===== src/rtl/fht_input_loader.sv =====
// fht_input_loader: collects one frame of N = 2^(A_BIT+2) samples and writes each one into
// the four FHT data banks at its bit-reversed position. Once the frame is complete it
// requests a transform. It then holds off input until the core reports done again.
module fht_input_loader #(
    parameter int unsigned A_BIT = 8,
    parameter int unsigned D_BIT = 16
) (
    input  logic             iCLK,
    input  logic             iRESET,
    input  logic             iVALID,
    input  logic [D_BIT-1:0] iDATA,
    output logic             oREADY,
    input  logic             iRDY,
    output logic             oSTART,
    output logic             oWE_0,
    output logic             oWE_1,
    output logic             oWE_2,
    output logic             oWE_3,
    output logic [A_BIT-1:0] oADDR_WR,
    output logic [D_BIT-1:0] oDATA,
    output logic             oLOADING,
    output logic             oERR
);

    localparam int K_BIT = A_BIT + 2;

    localparam logic [2:0] StIdle     = 3'd0;
    localparam logic [2:0] StLoad     = 3'd1;
    localparam logic [2:0] StStart    = 3'd2;
    localparam logic [2:0] StWaitBusy = 3'd3;
    localparam logic [2:0] StBusy     = 3'd4;

    logic [2:0]       state_q, state_d;
    logic [K_BIT-1:0] k_q, k_d;
    logic [K_BIT-1:0] k_rev;
    logic [3:0]       tmo_q, tmo_d;
    logic             err_q, err_d;
    logic [3:0]       we_q, we_d;
    logic [A_BIT-1:0] addr_q;
    logic [D_BIT-1:0] data_q;
    logic             accept;

    // Ready depends only on state so upstream never sees a combinational loop through iVALID.
    assign accept = iVALID && (state_q == StLoad);

    // Bit-reverse the sample index: low two bits pick the bank, the rest form the address.
    always_comb begin
        k_rev = '0;
        for (int i = 0; i < K_BIT; i++) begin
            k_rev[i] = k_q[K_BIT-1-i];
        end
    end

    // Next-state logic for the frame sequencer, sample index and busy timeout.
    always_comb begin
        state_d = state_q;
        k_d     = k_q;
        tmo_d   = tmo_q;
        err_d   = err_q;
        case (state_q)
            StIdle: begin
                if (iRDY) state_d = StLoad;
            end
            StLoad: begin
                if (accept) begin
                    k_d = k_q + 1'b1;
                    // Last sample of the frame: the final write and oSTART share a cycle.
                    if (k_q == {K_BIT{1'b1}}) state_d = StStart;
                end
            end
            StStart: begin
                tmo_d   = '0;
                state_d = StWaitBusy;
            end
            StWaitBusy: begin
                if (!iRDY) begin
                    state_d = StBusy;
                end else if (tmo_q == 4'd7) begin
                    // Core never acknowledged the start; flag it and go back to waiting.
                    err_d   = 1'b1;
                    state_d = StIdle;
                end else begin
                    tmo_d = tmo_q + 4'd1;
                end
            end
            StBusy: begin
                if (iRDY) state_d = StLoad;
            end
            default: state_d = StIdle;
        endcase
    end

    // Decode the one-hot bank write enable for an accepted sample.
    always_comb begin
        we_d = 4'b0000;
        if (accept) we_d = 4'b0001 << k_rev[1:0];
    end

    // Sequencer state registers with synchronous active-low reset.
    always_ff @(posedge iCLK) begin
        if (!iRESET) begin
            state_q <= StIdle;
            k_q     <= '0;
            tmo_q   <= '0;
            err_q   <= 1'b0;
        end else begin
            state_q <= state_d;
            k_q     <= k_d;
            tmo_q   <= tmo_d;
            err_q   <= err_d;
        end
    end

    // Registered bank write port; address and data hold their last value between writes.
    always_ff @(posedge iCLK) begin
        if (!iRESET) begin
            we_q   <= 4'b0000;
            addr_q <= '0;
            data_q <= '0;
        end else begin
            we_q <= we_d;
            if (accept) begin
                addr_q <= k_rev[K_BIT-1:2];
                data_q <= iDATA;
            end
        end
    end

    assign oREADY   = (state_q == StLoad);
    assign oLOADING = (state_q == StLoad);
    assign oSTART   = (state_q == StStart);
    assign oWE_0    = we_q[0];
    assign oWE_1    = we_q[1];
    assign oWE_2    = we_q[2];
    assign oWE_3    = we_q[3];
    assign oADDR_WR = addr_q;
    assign oDATA    = data_q;
    assign oERR     = err_q;

endmodule


===== config.mk =====
export PLATFORM = sky130hd
export DESIGN_NAME = fht_input_loader
export DESIGN_NICKNAME = d
export VERILOG_FILES = /design/src/rtl/fht_input_loader.sv
export SDC_FILE = /design/constraint.sdc
export NUM_CORES = 1
export LEC_CHECK = 0
export CORE_MARGIN = 2
export CORE_UTILIZATION = 50
export DETAILED_ROUTE_END_ITERATION = 8
export GPL_TIMING_DRIVEN = 0
export PLACE_DENSITY = 0.91
export SYNTH_ARGS = -nofsm -noshare
export SYNTH_HDL_FRONTEND = slang
export SYNTH_SLANG_ARGS = --single-unit

===== constraint.sdc =====
create_clock -name iCLK -period 2.4 [get_ports iCLK]
set_input_delay 0.36 -clock iCLK [delete_from_list [all_inputs] [get_ports iCLK]]
set_output_delay 0.36 -clock iCLK [all_outputs]
set_load 0.02 [all_outputs]

Word level (Yosys, flattened, before mapping)
Index checks and enable logic that the tools add are counted.
Storage, ports and cells
  output and inout port bits: 32
  word-level logic and storage cells: 40
  input bits: 20
  register bits: 46
Cells by class
  equal/unequal tests: 12
  shift-type cells: 1
  add/sub/neg operators: 2
  reduce and logical (&&, ||, !) cells: 9
  mux-type cells: 9
Operator list (number)
  3-bit two-way mux: 5
  3-bit one-hot mux with 4 select lines: 1
  10-bit by 1-bit adder with 10-bit output, second input constant: 1
  10-bit equality test, second input constant: 1
  4-bit two-way mux: 2
  4-bit one-hot mux with 2 select lines: 1
  3-bit by 2-bit equality test with 1-bit output, second input constant: 2
  2-bit by 1-bit != test with 1-bit output, second input constant: 3
  3-bit AND reduction: 2
  4-bit by 1-bit adder with 4-bit output, second input constant: 1
  4-bit by 3-bit equality test with 1-bit output, second input constant: 1
  2-bit != test, second input constant: 2
  2-bit AND reduction: 2
  4-bit AND reduction: 1
  1-bit by 2-bit << shifter with 4-bit output, first input constant: 1
  3-bit by 1-bit equality test with 1-bit output, second input constant: 1
  3-bit equality test, second input constant: 1
  3-bit logical NOT: 1
  3-bit != test, second input constant: 1
  2-bit nonzero test: 1
  2-bit OR reduction: 1
  1-bit logical AND: 1

Longest topological paths before layout
Gate-level depths: netlist of the first run.
  depth after elaboration: 4
  gate-level depth with buffers: 6
  mapped depth without buffers: 4

Worst setup path after synthesis of the first run
OpenSTA, ideal clock, no wires.
  path kind: reg-to-reg
  start: reg tmo_q[0]
  end: reg tmo_q[3]
  clock period less this slack: 1.518 ns
  setup time: 0.080 ns
  slack: 0.882 ns
  path buffers: 0
  cell stages (with the launch flop): 5
  required time: 2.320 ns
  arrival: 1.438 ns
  cell sequence: dfxtp_1 > ha_1 > and3b_1 > or4_1 > a211oi_2
Between the ends
  word-level cells in the longest chain between the ends: 4
  elaborated cells on any way between the ends: 7
  those cells by class: add/sub: 1; eq/ne: 2; mux: 3; reduce/logical: 1
Ends and longest elaborated chain
  start, declared: line 36  | logic [3:0] tmo_q, tmo_d;
  start signal, assigned: line 109  | tmo_q <= tmo_d;
  4-bit by 1-bit adder with 4-bit output: line 83  | tmo_d = tmo_q + 4'd1;
  4-bit two-way mux: line 78  | end else if (tmo_q == 4'd7) begin
  4-bit two-way mux: line 76  | if (!iRDY) begin
  4-bit one-hot mux with 2 select lines: line 60  | case (state_q)
Several ways; a longest one is shown, not always the timed one. The select of a mux whose other input is x is not followed.
A chain may end at the register's enable or synchronous reset.

Worst setup path after layout of the first run
  start: reg state_q[2]
  end: out oREADY
Between the ends
  word-level cells in the longest chain between the ends: 1
Ends and longest elaborated chain
  start, declared: line 33  | logic [2:0] state_q, state_d;
  start signal, assigned: line 102  | state_q <= StIdle;
  start signal, assigned: line 107  | state_q <= state_d;
  3-bit by 1-bit equality test with 1-bit output: line 129  | assign oREADY = (state_q == StLoad);
  end, declared: line 12  | output logic oREADY,
Every way passes these cells.

==> results of run 1 <==
==> per-stage QoR <==
| step | hold slack (ps) | cells | total power (W) |
|---|---|---|---|
| final | 435.8 | 325 | 0.001414 |
| after global routing | 463.1 | 325 | 0.001468 |
| after CTS | 425.3 | 325 | 0.001421 |
| after detailed placement | 446.3 | 317 | 0.0009579 |
| after global placement | 441.1 | 317 | 0.0009542 |
| after floorplan | 439.3 | 219 | 0.0008807 |
==> area by class of cell <==
type	count	area, um2	area share, %
sequential	46	920.9	36.38
clock buffer	5	68.82	2.719
multi-input combinational	152	850.8	33.61
inverter	6	22.52	0.8898
buffer	15	87.58	3.460
timing repair buffer	50	499.2	19.72
clock inverter	3	21.27	0.8403
tap	48	60.06	2.373
==> worst max-delay path, cell delays in order (launching register included) <==
cell and delay, ps:
dfxtp_1 450, and2b_1 240, and2b_1 170, buf_4 120, clkdlybuf4s50_1 520
==> kinds of logic (layout without fill, tap and decap cells) <==
| family | count (synthesis) | in the layout | share of synthesized area (%) |
|---|---|---|---|
| compound gates | 54 | 54 | 16.49 |
| xor+xnor | 1 | 1 | 0.4655 |
| fa+ha+maj | 2 | 2 | 1.330 |
| buf+inv | 21 | 79 | 5.851 |
| flops | 46 | 46 | 48.94 |
| mux | 2 | 2 | 1.064 |
| simple gates | 93 | 93 | 25.86 |
==> sequential cells by signal, indices dropped and copies added (netlist names) <==
signal	flops
oADDR_WR	8
oERR	1
tmo_q	4
k_q	10
state_q	3
oDATA	16
we_q	4
==> cell usage in the layout, fill, tap and decap left out, types with 2 or more instances in the layout <==
| master | n |
|---|---|
| dfxtp_1 | 46 |
| clkbuf_8 | 5 |
| or3_1 | 5 |
| or4_1 | 5 |
| buf_2 | 4 |
| nor2_1 | 4 |
| nor3_1 | 3 |
| o21a_1 | 2 |
| and2b_1 | 2 |
| buf_6 | 3 |
| nand3_1 | 4 |
| ha_1 | 2 |
| clkbuf_1 | 6 |
| clkdlybuf4s50_1 | 49 |
| mux2i_1 | 2 |
| a21oi_1 | 35 |
| a211oi_1 | 2 |
| inv_1 | 6 |
| nand4_1 | 4 |
| nand2_1 | 56 |
| o21ai_0 | 5 |
| o31ai_1 | 7 |
==> worst max-delay path by stage <==
stage | startpoint | end | slack (ps)
global placement | state_q[1]$_SDFFE_PN0P_ | oSTART | 320
finish | state_q[2]$_SDFFE_PN0P_ | oREADY | 240
floorplan | tmo_q[0]$_SDFFE_PN0P_ | tmo_q[3]$_SDFFE_PN0P_ | 880
detailed placement | state_q[1]$_SDFFE_PN0P_ | oSTART | 300
global route | state_q[1]$_SDFFE_PN0P_ | oSTART | 160
CTS | state_q[2]$_SDFFE_PN0P_ | oREADY | 230
==> what timing repair did <==
action / CTS / global route
hold endpoints to repair: 0 / 0
gates resized for setup: 1 / 0
setup endpoints to repair: 1 / 0
==> power by group <==
group          internal, W  switching (W)
combinational    0.0000742      0.0000791
clock             0.000205       0.000269
sequential        0.000778     0.00000892
total              0.00106       0.000357
==> routing by layer <==
metal / share of wire, % / track usage (%)
met1: 42 / 25.11
met3: 6.6 / 5.479
met4: 2.1 / 10.16
met5: 0 / 0
met2: 49 / 34.69
==> out/results.md, run 1 <==
| Item | Value | Unit |
|:---|:---|:---|
| Run status | finished, final reports clean | - |
| Area growth, synth to finish | 34.51 | % |
| Worst supply voltage drop on vdd | 0.4850 | mV |
| Number of iterations in the first detailed-routing pass | 4 | - |
| Final critical-path share of the clock period | 90.10 | % |
| Reg-to-Reg End | tmo_q[3]$_SDFFE_PN0P_ | - |
| Cells taking the most area after synthesis | dfxtp_1 49%, nand2_1 11%, a21oi_1 9.3%, o31ai_1 2.8%, or4_1 2.0% | - |
| Clock skew | 8.666 | ps |
| Max_cap viols | 0 | - |
| Number of buffers added to fix hold violations after cts | 0 | - |
| Number of levels the H-tree was split into | 2 | - |
| Final sum of negative setup slack | 0 | ps |
| Required time of the critical path | 2040 | ps |
| Worst reg2reg startpoint | tmo_q[0]$_SDFFE_PN0P_ | - |
| Maximum number of pins on one net before global-route repair | 16 | - |
| R2R Setup Slk | 780 | ps |
| Most used standard cells in the synthesized netlist | 56 x nand2_1, 46 x dfxtp_1, 35 x a21oi_1 | - |
| CTS tree | done | - |
| CTS Buf Count | 5 | - |
| Final ANT Viol Nets | 0 | - |
| Number of cells traversed by the worst hold path | 2 | - |
| Die area | 4271 | um2 |
| Tot GR Track Use | 20.91 | % |
| Sort of element at the end of the critical path | output port | - |
| Top cell type's share of synthesized area | 48.94 | % |
| Core outline area | 3633 | um2 |
| Post-Synthesis Net Count | 241 | - |
| Area leader, netlist | dfxtp_1 | - |
| Total congestion overflow after global routing | 0 | - |
| 1st-iter DRT viols | 68 | - |
| Chip Width | 65.35 | um |
| Power per unit of standard cell area | 558.7 | nW/um2 |
| Routability-driven placement congestion ratio | 0.8010 | - |
| Commonest register cell after synthesis | dfxtp_1 | - |
| Share of async-settable or async-resettable flops after synthesis | 0 | % |
| Hold Violations, Final | 0 | - |
| WHS Endpoint | oERR$_SDFFE_PN0P_ | - |
| CTS root buf | clkbuf_8 | - |
| Actual transition at the worst max-transition pin | 476.4 | ps |
| Vias | 1,727 | - |
| Clock transition at the register clock pins on the worst setup and hold paths after CTS | 80 | ps |
| Headroom to the max-slew limit | 68.24 | % |
| Static Leak | 0.8687 | nW |
| Standard-cell rows | 22 | - |
| Syn_area_per_cell | 8.593 | um2 |
| Max Clk Rate | 462.5 | MHz |
| Post-Place Setup Slack | 295.3 | ps |
| Routed length per instance | 12.46 | um |
| Via/cell ratio | 5.314 | - |
| Number of pins exceeding their max-slew limit in the final report | 0 | - |
| Synthesized area | 1882 | um2 |
| Synth unique cells | 36 | - |
| Routed wire length | 4049 | um |
| Proportion of layout cells with a drive suffix above 1 | 7.581 | % |
| Antenna violations before repair | 0 | - |
| Share of the yosys chip area belonging to registers | 48.94 | % |
| Sink Count | 46 | - |
| Die Height | 65.35 | um |
| Final setup vio count | 0 | - |
| Critical hold path startpoint | iRESET | - |
| Post-placement cell area | 2442 | um2 |
| Deepest clock path buffer count | 2 | - |
| Total I/O pin count | 52 | - |
| Total of flip-flops plus latches after synthesis | 46 | - |
| Worst Slack Setup Final | 237.7 | ps |
| Unrepaired setup endpoints after global routing | no | - |
| Highest net fanout along the worst path | 8 | - |
| Vias in the first global route | 1,616 | - |
| Final min period | 2162 | ps |
| Number of flops mapped to enable cells by yosys | 0 | - |
| Effective utilization at floorplan | 51.79 | % |
| Class of the worst hold path | primary input to flop | - |
| DPL Wire Length | 2868 | um |
| Util after Layout | 69.66 | % |
| FF-to-FF path depth | 4 | - |
| Fillcell total | 308 | - |
| Global-route wire length before repair | 6989 | um |
| Post-layout net count | 298 | - |
| Clk_lat worst skew | 300 | ps |
| Count of inserted antenna diode cells | 0 | - |
| Yosys Warn Count | 0 | - |
| Startpoint type of the worst setup path | flop | - |
| Data arrival time of the critical path | 1800 | ps |
| Number of I/O port buffers | 50 | - |
| Setup bufs post-CTS | 0 | - |
| Synthesized netlist cell count | 219 | - |
| Finished Cell Area | 2531 | um2 |
| Most frequently used cell type in the post-synthesis netlist | nand2_1 | - |
| Number of remaining DRC errors | 0 | - |
| Worst Path Class, Setup | flop to output port | - |
No activity file was read; power rests on OpenSTA's default activity.
==> inputs of run 2 (changes only) <==
--- a/config.mk
+++ b/config.mk
@@ -10,6 +10,7 @@
 export DETAILED_ROUTE_END_ITERATION = 8
 export GPL_TIMING_DRIVEN = 0
 export PLACE_DENSITY = 0.91
+export SLEW_MARGIN = 5
 export SYNTH_ARGS = -nofsm -noshare
 export SYNTH_HDL_FRONTEND = slang
 export SYNTH_SLANG_ARGS = --single-unit
==> results of run 2 <==
Final layout, timing and power as in run 1 (identical DEF).
